[src/rtl/pll_seq_pkg.sv]
`default_nettype none
// ============================================================================
// Module      : pll_seq_pkg
// Description : Shared types and constants for the PLL reset sequencer:
//               sequencer state encoding and retry counter width.
// Revision    : 1.0 - initial release
// ============================================================================
package pll_seq_pkg;

    // Sequencer states, explicitly encoded on 3 bits
    typedef enum logic [2:0] {
        RESET_PLL = 3'd0,
        WAIT_LOCK = 3'd1,
        STABLE    = 3'd2,
        RUN       = 3'd3,
        FAULT     = 3'd4
    } seq_state_e;

    // Width of the retry_count output (MAX_RETRIES is limited to 1..15)
    localparam int c_retry_w = 4;

endpackage : pll_seq_pkg
`default_nettype wire

[src/rtl/sync_2ff.sv]
`default_nettype none
// ============================================================================
// Module      : sync_2ff
// Description : Two-flop synchroniser for quasi-static asynchronous inputs.
//               Asynchronous active-low reset clears both stages to 0.
// Revision    : 1.0 - initial release
// ============================================================================
module sync_2ff #(
    parameter int WIDTH = 1
) (
    input  logic             clk,
    input  logic             rst_n,
    input  logic [WIDTH-1:0] i_async,
    output logic [WIDTH-1:0] o_sync
);

    logic [WIDTH-1:0] r_meta;
    logic [WIDTH-1:0] r_sync;

    // First stage may go metastable; second stage gives it a cycle to settle
    always_ff @(posedge clk or negedge rst_n) begin
        if (!rst_n) begin
            r_meta <= '0;
            r_sync <= '0;
        end else begin
            r_meta <= i_async;
            r_sync <= r_meta;
        end
    end

    assign o_sync = r_sync;

endmodule : sync_2ff
`default_nettype wire

[src/rtl/pll_reset_sequencer.sv]
`default_nettype none
// ============================================================================
// Module      : pll_reset_sequencer
// Description : Drives the PLL reset, qualifies the synchronised lock signal,
//               releases the core reset, re-sequences on loss of lock, retries
//               on lock timeout and flags a fault once retries are exhausted.
//               Optional macro PLL_SEQ_LOSS_COUNT_EN adds an 8-bit saturating
//               loss-of-lock counter output (loss_count).
// Revision    : 1.0 - initial release
// ============================================================================
module pll_reset_sequencer
    import pll_seq_pkg::*;
#(
    parameter int RST_CYCLES   = 16,
    parameter int LOCK_TIMEOUT = 65536,
    parameter int LOCK_STABLE  = 1024,
    parameter int MAX_RETRIES  = 7
) (
    input  logic                 refclk,
    input  logic                 rst_n,
    input  logic                 pll_locked,
    input  logic                 force_relock,
    output logic                 pll_rst,
    output logic                 core_rst,
    output logic                 ready,
    output logic                 fault,
    output logic [c_retry_w-1:0] retry_count
`ifdef PLL_SEQ_LOSS_COUNT_EN
    ,
    output logic [7:0]           loss_count
`endif
);

    localparam int c_rst_w  = $clog2(RST_CYCLES + 1);
    localparam int c_to_w   = $clog2(LOCK_TIMEOUT + 1);
    localparam int c_stab_w = $clog2(LOCK_STABLE + 1);

    localparam logic [c_rst_w-1:0]   c_rst_last    = c_rst_w'(RST_CYCLES - 1);
    localparam logic [c_to_w-1:0]    c_to_last     = c_to_w'(LOCK_TIMEOUT - 1);
    localparam logic [c_to_w-1:0]    c_to_max      = c_to_w'(LOCK_TIMEOUT);
    localparam logic [c_stab_w-1:0]  c_stab_last   = c_stab_w'(LOCK_STABLE - 1);
    localparam logic [c_retry_w-1:0] c_max_retries = c_retry_w'(MAX_RETRIES);

    seq_state_e           r_state,     w_state_nxt;
    logic [c_rst_w-1:0]   r_rst_cnt,   w_rst_cnt_nxt;
    logic [c_to_w-1:0]    r_to_cnt,    w_to_cnt_nxt;
    logic [c_stab_w-1:0]  r_stab_cnt,  w_stab_cnt_nxt;
    logic [c_retry_w-1:0] r_retry,     w_retry_nxt;

    logic r_pll_rst;
    logic r_core_rst;
    logic r_ready;
    logic r_fault;

    logic w_locked_s;
    logic w_timeout;
    logic [c_to_w-1:0] w_to_inc;

    sync_2ff #(
        .WIDTH (1)
    ) u_lock_sync (
        .clk     (refclk),
        .rst_n   (rst_n),
        .i_async (pll_locked),
        .o_sync  (w_locked_s)
    );

    // The timeout window is shared by WAIT_LOCK and STABLE; the counter holds
    // at its ceiling rather than wrapping
    assign w_timeout = (r_to_cnt >= c_to_last);
    assign w_to_inc  = (r_to_cnt == c_to_max) ? r_to_cnt : r_to_cnt + 1'b1;

    // Next-state and counter update; force_relock overrides every other event
    always_comb begin
        w_state_nxt    = r_state;
        w_rst_cnt_nxt  = r_rst_cnt;
        w_to_cnt_nxt   = r_to_cnt;
        w_stab_cnt_nxt = r_stab_cnt;
        w_retry_nxt    = r_retry;

        if (force_relock) begin
            w_state_nxt   = RESET_PLL;
            w_rst_cnt_nxt = '0;
            w_retry_nxt   = '0;
        end else begin
            case (r_state)
                RESET_PLL: begin
                    if (r_rst_cnt >= c_rst_last) begin
                        w_state_nxt  = WAIT_LOCK;
                        w_to_cnt_nxt = '0;
                    end else begin
                        w_rst_cnt_nxt = r_rst_cnt + 1'b1;
                    end
                end
                WAIT_LOCK, STABLE: begin
                    if (w_timeout) begin
                        if (r_retry < c_max_retries) begin
                            w_retry_nxt   = r_retry + 1'b1;
                            w_state_nxt   = RESET_PLL;
                            w_rst_cnt_nxt = '0;
                        end else begin
                            w_state_nxt = FAULT;
                        end
                    end else begin
                        w_to_cnt_nxt = w_to_inc;
                        if (r_state == WAIT_LOCK) begin
                            if (w_locked_s) begin
                                w_state_nxt    = STABLE;
                                w_stab_cnt_nxt = '0;
                            end
                        end else if (!w_locked_s) begin
                            w_state_nxt = WAIT_LOCK;
                        end else if (r_stab_cnt >= c_stab_last) begin
                            w_state_nxt = RUN;
                            w_retry_nxt = '0;
                        end else begin
                            w_stab_cnt_nxt = r_stab_cnt + 1'b1;
                        end
                    end
                end
                RUN: begin
                    if (!w_locked_s) begin
                        w_state_nxt   = RESET_PLL;
                        w_rst_cnt_nxt = '0;
                    end
                end
                FAULT: begin
                    w_state_nxt = FAULT;
                end
                default: begin
                    w_state_nxt   = RESET_PLL;
                    w_rst_cnt_nxt = '0;
                end
            endcase
        end
    end

    // State register
    always_ff @(posedge refclk or negedge rst_n) begin
        if (!rst_n) begin
            r_state <= RESET_PLL;
        end else begin
            r_state <= w_state_nxt;
        end
    end

    // Sequencing counters and retry tally
    always_ff @(posedge refclk or negedge rst_n) begin
        if (!rst_n) begin
            r_rst_cnt  <= '0;
            r_to_cnt   <= '0;
            r_stab_cnt <= '0;
            r_retry    <= '0;
        end else begin
            r_rst_cnt  <= w_rst_cnt_nxt;
            r_to_cnt   <= w_to_cnt_nxt;
            r_stab_cnt <= w_stab_cnt_nxt;
            r_retry    <= w_retry_nxt;
        end
    end

    // Outputs decoded from the next state so they change on the same edge
    // as the state they describe
    always_ff @(posedge refclk or negedge rst_n) begin
        if (!rst_n) begin
            r_pll_rst  <= 1'b1;
            r_core_rst <= 1'b1;
            r_ready    <= 1'b0;
            r_fault    <= 1'b0;
        end else begin
            r_pll_rst  <= (w_state_nxt == RESET_PLL);
            r_core_rst <= (w_state_nxt != RUN);
            r_ready    <= (w_state_nxt == RUN);
            r_fault    <= (w_state_nxt == FAULT);
        end
    end

    assign pll_rst     = r_pll_rst;
    assign core_rst    = r_core_rst;
    assign ready       = r_ready;
    assign fault       = r_fault;
    assign retry_count = r_retry;

`ifdef PLL_SEQ_LOSS_COUNT_EN
    logic [7:0] r_loss_cnt;
    logic       w_loss_event;

    // Only a genuine loss of lock while running counts, not a forced relock
    assign w_loss_event = !force_relock && (r_state == RUN) && !w_locked_s;

    // Saturating loss-of-lock counter, cleared only by rst_n
    always_ff @(posedge refclk or negedge rst_n) begin
        if (!rst_n) begin
            r_loss_cnt <= '0;
        end else if (w_loss_event && (r_loss_cnt != 8'hFF)) begin
            r_loss_cnt <= r_loss_cnt + 1'b1;
        end
    end

    assign loss_count = r_loss_cnt;
`endif

endmodule : pll_reset_sequencer
`default_nettype wire

[config.mk]
export PLATFORM = sky130hd
export DESIGN_NAME = pll_reset_sequencer
export DESIGN_NICKNAME = d
export VERILOG_FILES = /design/src/rtl/pll_seq_pkg.sv /design/src/rtl/sync_2ff.sv /design/src/rtl/pll_reset_sequencer.sv
export SDC_FILE = /design/constraint.sdc
export NUM_CORES = 1
export LEC_CHECK = 0
export CORE_MARGIN = 8
export CORE_UTILIZATION = 60
export CTS_BUF_LIST = sky130_fd_sc_hd__clkbuf_16
export CTS_CLUSTER_DIAMETER = 50
export DETAILED_ROUTE_END_ITERATION = 16
export MAX_ROUTING_LAYER = met4
export PLACE_DENSITY = 0.78
export SYNTH_ARGS = -nofsm -noshare
export SYNTH_HDL_FRONTEND = slang
export SYNTH_SLANG_ARGS = --single-unit
[constraint.sdc]
create_clock -name refclk -period 3.8 [get_ports refclk]
set_clock_uncertainty 0.05 [all_clocks]
set_input_delay 0.57 -clock refclk [delete_from_list [all_inputs] [get_ports refclk]]
set_output_delay 0.57 -clock refclk [all_outputs]
set_load 0.05 [all_outputs]
=== Yosys cells after proc, flatten, opt, wreduce, memory -nomap -nowiden ===
Index checks and enable logic that the tools add are counted.

* RAM bits: 0
* Memories kept: 0
* Latch bits: 0
* Logic and storage cells: 82
* Register bits: 46
* Memory bits (read-only): 0

* Add/sub/neg operators: 4
* Shift-type cells: 0
* Bitwise logic cells: 2
* Equal/unequal tests: 19
* Mux-type cells: 31
* Magnitude comparators: 4
* Div/mod/pow operators: 0
* Reductions and logical operators: 11
* Multiply operators: 0

{| class="wikitable"
|+ Operator list
! cell !! count
|-
| 2-to-1 mux 17 bit || 3
|-
| 2-to-1 mux 11 bit || 4
|-
| case mux 17 bit (2 select lines) || 1
|-
| 2-to-1 mux 4 bit || 7
|-
| 2-to-1 mux 3 bit || 9
|-
| 2-to-1 mux 5 bit || 5
|-
| case mux 5 bit (4 select lines) || 1
|-
| AND reduction 5 bit || 4
|-
| adder 17 x 1 -> 17 bit, second input constant || 1
|-
| equality test 17 bit, second input constant || 1
|-
| greater-or-equal comparator 17 x 16 -> 1 bit, second input constant || 1
|-
| inequality test 3 bit, second input constant || 5
|-
| case mux 3 bit (4 select lines) || 1
|-
| adder 11 x 1 -> 11 bit, second input constant || 1
|-
| greater-or-equal comparator 11 x 10 -> 1 bit, second input constant || 1
|-
| inequality test 2 bit, second input constant || 5
|-
| equality test 3 x 2 -> 1 bit, second input constant || 3
|-
| equality test 3 bit, second input constant || 2
|-
| zero test 3 bit || 2
|-
| inequality test 3 x 2 -> 1 bit, second input constant || 2
|-
| nonzero test 3 bit || 2
|-
| adder 5 x 1 -> 5 bit, second input constant || 1
|-
| greater-or-equal comparator 5 x 4 -> 1 bit, second input constant || 1
|-
| adder 4 x 1 -> 4 bit, second input constant || 1
|-
| 5 further kinds || 7
|}

=== Logic depth before layout (Yosys ltp) ===
Gate-level depths: netlist (run 1).

* Depth after elaboration: 8
* Gate-level depth with buffers: 13
* Gate-level depth less buffers: 12

=== Hierarchy ===
Synthesis (run 1) repeated with hierarchy kept, for this count alone.

* Cell total of the unflattened synthesis: 260
* Area total of the unflattened synthesis: 2587.5 µm²

{| class="wikitable"
|+ By module, submodules not included
! module !! sequential area each (µm²) !! cells an instance !! area an instance (µm²) !! times used
|-
| pll_reset_sequencer || 1103.6 || 258 || 2537.4 || 1
|-
| sync_2ff || 50.0 || 2 || 50.0 || 1
|}

=== Worst setup path after synthesis (run 1) ===
Ideal clock, no wire load.

* Path kind: reg2reg
* Start: register r_to_cnt[0]
* End: register r_rst_cnt[2]
* Data required time: 3668 ps
* Setup time: 82 ps
* Data arrival time: 2619 ps
* Setup slack: 1049 ps
* Path buffers: 0
* Stages on the path, launching flop included: 13
* Path through: dfrtp_1 > ha_1 > nand2_1 > nor2_1 > and2_1 > nor3b_1 > ha_1 > or2_2 > or4_1 > a21o_1 > o2bb2ai_1 > a311oi_4 > a31oi_1

* Cells in the longest elaborated chain, start to end: 3

{| class="wikitable"
|+ Ends and longest elaborated chain
! element !! RTL line !! text
|-
| start: declaration || pll_reset_sequencer.sv:46 || <nowiki>logic [c_to_w-1:0] r_to_cnt, w_to_cnt_nxt;</nowiki>
|-
| start signal: assignment || pll_reset_sequencer.sv:156 || <nowiki>r_to_cnt <= w_to_cnt_nxt;</nowiki>
|-
| greater-or-equal comparator 17 x 16 -> 1 bit || pll_reset_sequencer.sv:70 || <nowiki>assign w_timeout = (r_to_cnt >= c_to_last);</nowiki>
|-
| inequality test 3 bit (no source line) || -- ||
|-
| AND reduction 5 bit (no source line) || -- ||
|-
| end signal: assignment || pll_reset_sequencer.sv:155 || <nowiki>r_rst_cnt <= w_rst_cnt_nxt;</nowiki>
|-
| end: declaration || pll_reset_sequencer.sv:45 || <nowiki>logic [c_rst_w-1:0] r_rst_cnt, w_rst_cnt_nxt;</nowiki>
|}

Every way passes these cells.
A chain may end at the register's enable or synchronous reset.

=== Final worst setup path (run 1) ===
* Start: register r_to_cnt[0]
* End: register r_to_cnt[14]

* Cells in the longest elaborated chain, start to end: 4
* Elaborated cells on any way between the ends: 9
* Classes of those cells: add/sub (1); order compare (1); eq/ne (3); mux (3); reduce/logical (1)

{| class="wikitable"
|+ Ends and longest elaborated chain
! element !! RTL line !! text
|-
| adder 17 x 1 -> 17 bit || pll_reset_sequencer.sv:71 || <nowiki>assign w_to_inc = (r_to_cnt == c_to_max) ? r_to_cnt : r_to_cnt + 1'b1;</nowiki>
|-
| 2-to-1 mux 17 bit || pll_reset_sequencer.sv:71 ||
|-
| 2-to-1 mux 17 bit || pll_reset_sequencer.sv:96 || <nowiki>if (w_timeout) begin</nowiki>
|-
| case mux 17 bit (2 select lines) || pll_reset_sequencer.sv:86 || <nowiki>case (r_state)</nowiki>
|}

Parallel ways exist; a longest one is shown, timed or not. The select of a mux whose other input is x is not followed.

==> impl_metrics.csv, run 1 <==
group,metric,value,unit
status,status,"complete, no violations",
power_and_ir_drop,power.density,376,nW/um^2
sta,rsz0062_at_grt,"no",
yosys,synth.yosys.seq_area_share,46.7,%
global_route,grt_pass1_vias,1925,
sta,fmax,333,MHz
yosys,synth_seq_cells,46,
floorplanning,pin_count,12,
floorplanning,die_w,80.2,microns
power_and_ir_drop,pwr-share-seq,51.7,%
setup_path,cp.required,3.88,ns
yosys,synth_top_area_cell,"dfrtp_1",
clock_network,cts_tree,"yes",
sta,slew_headroom,34.2,%
drt,drt-vias-per-instance,6.00,
setup_path,end_kind,"flip-flop",
power_and_ir_drop,p_leak,1.26,nW
hold_path,worst_hold_path_type,"flip-flop to flip-flop",
drt,postRouteAntennaNets,0,
clock_network,cts_resized,0,
yosys,yosys_warnings,0,
clock_network,clk_pin_slew,0.06,ns
floorplanning,die_area,6430,sq um
drt,dr.pass1.iters,4,
sta,worstMarginPinSlew,0.987,ns
sta,slew_viol_final,0,
power_and_ir_drop,peakVddDrop,237,uV
drt,drc_errors,0,
yosys,async_reset_ff_share,100,%
sta,period_share,78.9,%
yosys,synth_top_flop_cell,"dfrtp_1",
final_layout,layout-drive-gt1-share,8.65,%
power_and_ir_drop,swShare,24.5,%
yosys,syn_area,2470,sq um
clock_network,cts_hold_buf,0,
clock_network,cts_sinks,46,
power_and_ir_drop,p_comb_share,8.5,%
global_route,antenna_found_initial,0,
power_and_ir_drop,intPower,783,uW
final_layout,fin_nets,276,
placement,gp_congestion,0.837,
final_layout,layout_common_cells,"dfrtp_1, nor2_1, nand2_1",
clock_network,clk_path_buf_depth,2,
yosys,synth_cell_types,50,
sta,period_needed,3.00,ns
drt,via_count,1896,
final_layout,finish.utilization,69.4,%
clock_network,clock-root-buffer,"clkbuf_16",
setup_path,crit_path_max_fanout,14,
floorplanning,die_y,80.2,microns
final_layout,final_common_cell,"dfrtp_1",
yosys,syn-num-nets,264,
power_and_ir_drop,p_sw,254,uW
setup_path,arrival,3.08,ns
placement,dp_hpwl,3.43,mm
final_layout,n_antenna_cell,0,
power_and_ir_drop,power.share.clock,39.8,%
power_and_ir_drop,power,1.04,mW
sta,fin_setup_tns,0,ns
final_layout,syn2layout_area_growth,11.5,%
yosys,synth_edf_count,0,
setup_path,startpoint_type,"flip-flop",
global_route,grt_max_degree,47,
yosys,synth.area.top_cells,"dfrtp_1, xor2_1, nor2_1, nand2_1, ha_1",
yosys,netlist.area_leader.share,44.5,%
drt,drt-initial-drc-count,75,
sta,hold_viol_final,0,
global_route,grt_pass1_wl,8.71,mm
drt,wirelength,4.98,mm
floorplanning,core_area,3970,sq um
floorplanning,start_util,62.3,%
clock_network,cts_buffers,5,
clock_network,insertion_delay,0.28,ns
setup_path,crit_type,"flip-flop to flip-flop",
job,max-cap-violations,0,
clock_network,htree_levels,2,
yosys,postSynthAreaPerCell,9.77,sq um
global_route,gr-total-overflow,0,
final_layout,nFillCells,323,
sta,setup_viol,0,
floorplanning,num_rows,23,
drt,drt-wirelength-per-cell,15.8,microns
global_route,grt_usage,17.2,%
clock_network,postCtsSetupBuffers,0,
yosys,synth_cells,253,
placement,port_buffers,11,
## layout make-up
type                       instances  area, sq um  area share [%]
timing repair buffer              13          120            4.36
sequential                        46         1150            41.8
inverter                           8         30.0            1.09
multi-input combinational        191         1250            45.5
clock buffer                       5          125            4.54
tap                               50         62.6            2.27
clock inverter                     3         12.5           0.454
## Yosys cell counts (3+ instances only)
master / n
dfrtp_1: 44
nor2_1: 28
nand2_1: 24
xor2_1: 17
nand3_1: 12
nand4_1: 12
and3_1: 10
inv_1: 8
ha_1: 7
a21oi_1: 6
o21ai_0: 6
and2_1: 5
a31oi_1: 4
buf_2: 4
clkbuf_1: 4
nand2b_1: 4
nor3_1: 4
a21boi_0: 3
a22o_1: 3
nor2b_1: 3
o22ai_1: 3
o31ai_1: 3
## critical path: stages, from the launching register on
cell     delay (ns)
dfrtp_1        0.43
ha_1           0.24
nand2_1        0.07
nor2_1         0.04
and2_1         0.21
nor3b_1        0.16
ha_1           0.20
nor4b_1        0.41
o32ai_1        0.16
nand3_1        0.43
nand4_1        0.20
xor2_1         0.18
nor2_1         0.05
## through the flow
stage                     instance area, sq um  hold WS (ns)  std cells  setup slack [ns]
after global routing                      2760         0.314        316             0.538
after CTS                                 2760         0.303        316             0.815
after detailed placement                  2620         0.289        308             0.811
after global placement                    2620         0.285        308             0.879
final                                     2760         0.301        316             0.801
after floorplan                           2470         0.224        253              1.05
## power by group through the flow
stage,logic (mW),registers [mW],clock network [mW]
2_1_floorplan,0.0624,0.540,0
3_3_place_gp,0.0851,0.544,0
3_5_place_dp,0.0870,0.544,0
4_1_cts,0.0880,0.536,0.416
5_1_grt,0.101,0.541,0.440
6_report,0.0877,0.536,0.413
## per-layer routing
layer	share of wire (%)	up-vias	GRT usage, %
met5	0	-	-
met4	1.4	0	5.82
met3	2.4	8	3.13
met2	50	20	28.5
met1	47	932	20.5
li1	-	936	-
## registers in the layout (all words and copies together), names as in the netlist
name                count
r_state                 3
pll_rst                 1
ready                   1
core_rst                1
u_lock_sync.r_meta      1
u_lock_sync.o_sync      1
r_to_cnt               17
retry_count             4
fault                   1
r_rst_cnt               5
r_stab_cnt             11
## path summary, 6_finish.rpt
| kind | slack [ns] | from | cells past startpoint | to |
|---|---|---|---|---|
| hold reg to reg | 0.30 | u_lock_sync.r_meta | 0 | u_lock_sync.o_sync |
| setup / recovery | 0.80 | r_to_cnt[0] | 12 | r_to_cnt[14] |
| setup reg to reg | 0.80 | r_to_cnt[0] | 12 | r_to_cnt[14] |
| min in group asynchronous | 0.40 | rst_n | 1 | r_stab_cnt[10] |
| max in group asynchronous | 2.69 | rst_n | 1 | r_stab_cnt[3] |
| hold / removal | 0.30 | u_lock_sync.r_meta | 0 | u_lock_sync.o_sync |
## cell families after synthesis
group,synth area share [%]
multiplexers,1.27
adder cells (fa/ha/maj),4.00
AND/OR/NAND/NOR,25.3
XOR/XNOR,6.73
flip-flops,46.7
AO/OA/AOI/OAI,13.5
buffers and inverters,2.63
Power figures use the tool's default switching activity.
==> run 2, diff against run 1 <==
Settings changed: CORE_UTILIZATION 60 to 54, PLACE_DENSITY 0.78 to 0.75.
Clock period 3.8 ns to 2.44 ns, I/O delays scaled along.
==> run 2 against run 1 <==
The flow now finishes with violations (negative setup slack). Fmax increased by 14%. Non-clock buffer count increased by 34. Count of clock-buffer cells in the layout unchanged. Flip-flop and latch count unchanged. Sequential share of layout area decreased by 6.0 points. Sequential power increased by 57%. Register-to-register slack got worse by 1.0 ns. Combinational power increased by 120%. Hold slack got worse by 0.19 ns. Routed wire length increased by 13%. Largest cell class unchanged.
==> impl_metrics.csv, run 2 (synthesis results as in run 1) <==
group,metric,value,unit
status,status,"finished with violations",
status,violations,"negative setup slack",
global_route,grt_max_degree,47,
final_layout,postLayoutCellArea,3220,sq um
power_and_ir_drop,peakVddDrop,397,uV
floorplanning,num_rows,24,
sta,timing.hold.ws,0.108,ns
sta,slew_viol_final,0,
setup_path,arrival,2.79,ns
clock_network,clk_path_buf_depth,2,
sta,slew_headroom,62.7,%
drt,drc_errors,0,
clock_network,cts_sinks,46,
final_layout,fin_nets,310,
setup_path,end_kind,"flip-flop",
final_layout,fin_cells,352,
final_layout,reg_top3,"r_to_cnt (17), r_stab_cnt (11), r_rst_cnt (5)",
placement,dpl.cell_count,337,
setup_path,r2r_slack,-0.20,ns
sta,period_needed,2.64,ns
global_route,grt_usage,16.7,%
final_layout,syn2layout_area_growth,30.2,%
drt,wirelength,5.65,mm
power_and_ir_drop,p_leak,1.45,nW
floorplanning,die_area,7000,sq um
placement,dp_hpwl,3.72,mm
drt,drt-wirelength-per-cell,16.0,microns
drt,via_count,2084,
sta,period_share,108,%
floorplanning,core_area,4380,sq um
setup_path,cp.required,2.59,ns
final_layout,layout_common_cells,"dfrtp_1, buf_4, nor2_1",
sta,setup_viol,31,
floorplanning,pin_count,12,
drt,drt-vias-per-instance,5.92,
final_layout,layout-drive-gt1-share,29.7,%
final_layout,n_antenna_cell,0,
global_route,grt_pass1_vias,2035,
clock_network,cts_tree,"yes",
clock_network,clk_pin_slew,0.06,ns
drt,dr.pass1.iters,4,
floorplanning,die_y,83.7,microns
drt,drt-initial-drc-count,102,
floorplanning,die_w,83.7,microns
final_layout,regMostFlops,"r_to_cnt",
sta,hold_viol_final,0,
sta,setup_slack,-0.202,ns
clock_network,insertion_delay,0.29,ns
sta,rsz0062_at_grt,"yes",
sta,fmax,378,MHz
placement,pre_cts_ws,-0.295,ns
setup_path,crit_path_max_fanout,6,
clock_network,htree_levels,2,
setup_path,crit_type,"flip-flop to flip-flop",
job,max-cap-violations,0,
global_route,gr-total-overflow,0,
hold_path,worst_hold_path_type,"input port to asynchronous set/reset pin",
global_route,grt_pass1_wl,9.49,mm
placement,port_buffers,11,
setup_path,startpoint_type,"flip-flop",
global_route,antenna_found_initial,0,
clock_network,clock-root-buffer,"clkbuf_16",
final_layout,largest_reg_flops,17,
floorplanning,start_util,56.4,%
placement,postPlaceCellArea,2840,sq um
placement,gp_congestion,0.894,
final_layout,final_common_cell,"dfrtp_1",
final_layout,finish.utilization,73.4,%
sta,worstMarginPinSlew,0.552,ns
power_and_ir_drop,power.density,525,nW/um^2
clock_network,cts_buffers,5,
final_layout,nFillCells,297,
drt,postRouteAntennaNets,0,
-- run 2: cell count changes in the layout (fill, tap and decap cells not counted), sizes merged --
cell      delta
clkinvlp     +1
buf         +34
inv          -1
-- run 2: report_power, final --
group,switching (mW),leakage [nW],internal [mW]
Clock,0.280,0.0672,0.374
Sequential,0.0415,0.616,0.798
Combinational,0.107,0.769,0.0872
Total,0.429,1.45,1.26
-- run 2: what timing repair did --
action,in CTS,in global routing
setup buffers,3,4
hold buffers,0,0
gates cloned,1,0
endpoints found under the setup margin,31,38
pin swaps,11,13
resized for setup,18,27
-- run 2: critical path: stages, from the launching register on --
cell and delay (ns):
dfrtp_1 0.37, and3_4 0.18, and2_4 0.15, and3_4 0.18, nand2_2 0.07, nor3b_2 0.05, ha_2 0.18, or2_4 0.25
or4_4 0.41, a21o_1 0.20, o2bb2ai_4 0.15, a311oi_4 0.07, a31oi_1 0.23
-- run 2: metrics by stage --
| step | power (mW) | TNS, ns |
|---|---|---|
| 2_1_floorplan | 0.943 | -0.705 |
| 3_3_place_gp | 1.02 | -1.23 |
| 3_5_place_dp | 1.03 | -2.56 |
| 4_1_cts | 1.68 | -1.47 |
| 5_1_grt | 1.76 | -5.99 |
| 6_report | 1.69 | -2.44 |
-- run 2: area by class of cell --
| cell class | count | area (sq um) | share of cell area, % |
|---|---|---|---|
| clock buffer | 5 | 125 | 3.89 |
| clock inverter | 3 | 16.3 | 0.505 |
| inverter | 8 | 30.0 | 0.933 |
| multi-input combinational | 191 | 1440 | 44.8 |
| sequential | 46 | 1150 | 35.8 |
| timing repair buffer | 47 | 387 | 12.0 |
| tap | 52 | 65.1 | 2.02 |
-- run 2: path summary, 6_finish.rpt --
check,cells past startpoint,endpoint,from
max,12,r_rst_cnt[2],r_to_cnt[9]
min,2,r_to_cnt[10],rst_n
max reg2reg,12,r_rst_cnt[2],r_to_cnt[9]
min reg2reg,0,u_lock_sync.o_sync,u_lock_sync.r_meta
max in group asynchronous,2,pll_rst,rst_n
min in group refclk,0,u_lock_sync.o_sync,u_lock_sync.r_meta
-- run 2: routing by layer --
metal  vias up  wire (microns)  global-route usage [%]  share of wire, %
met5         -               0                       -                 0
met4         0             108                    7.06               1.9
met3         9             151                    4.00               2.7
met2        28            2890                    26.9                51
met1      1049            2490                    19.5                44
li1        998               -                       -                 -
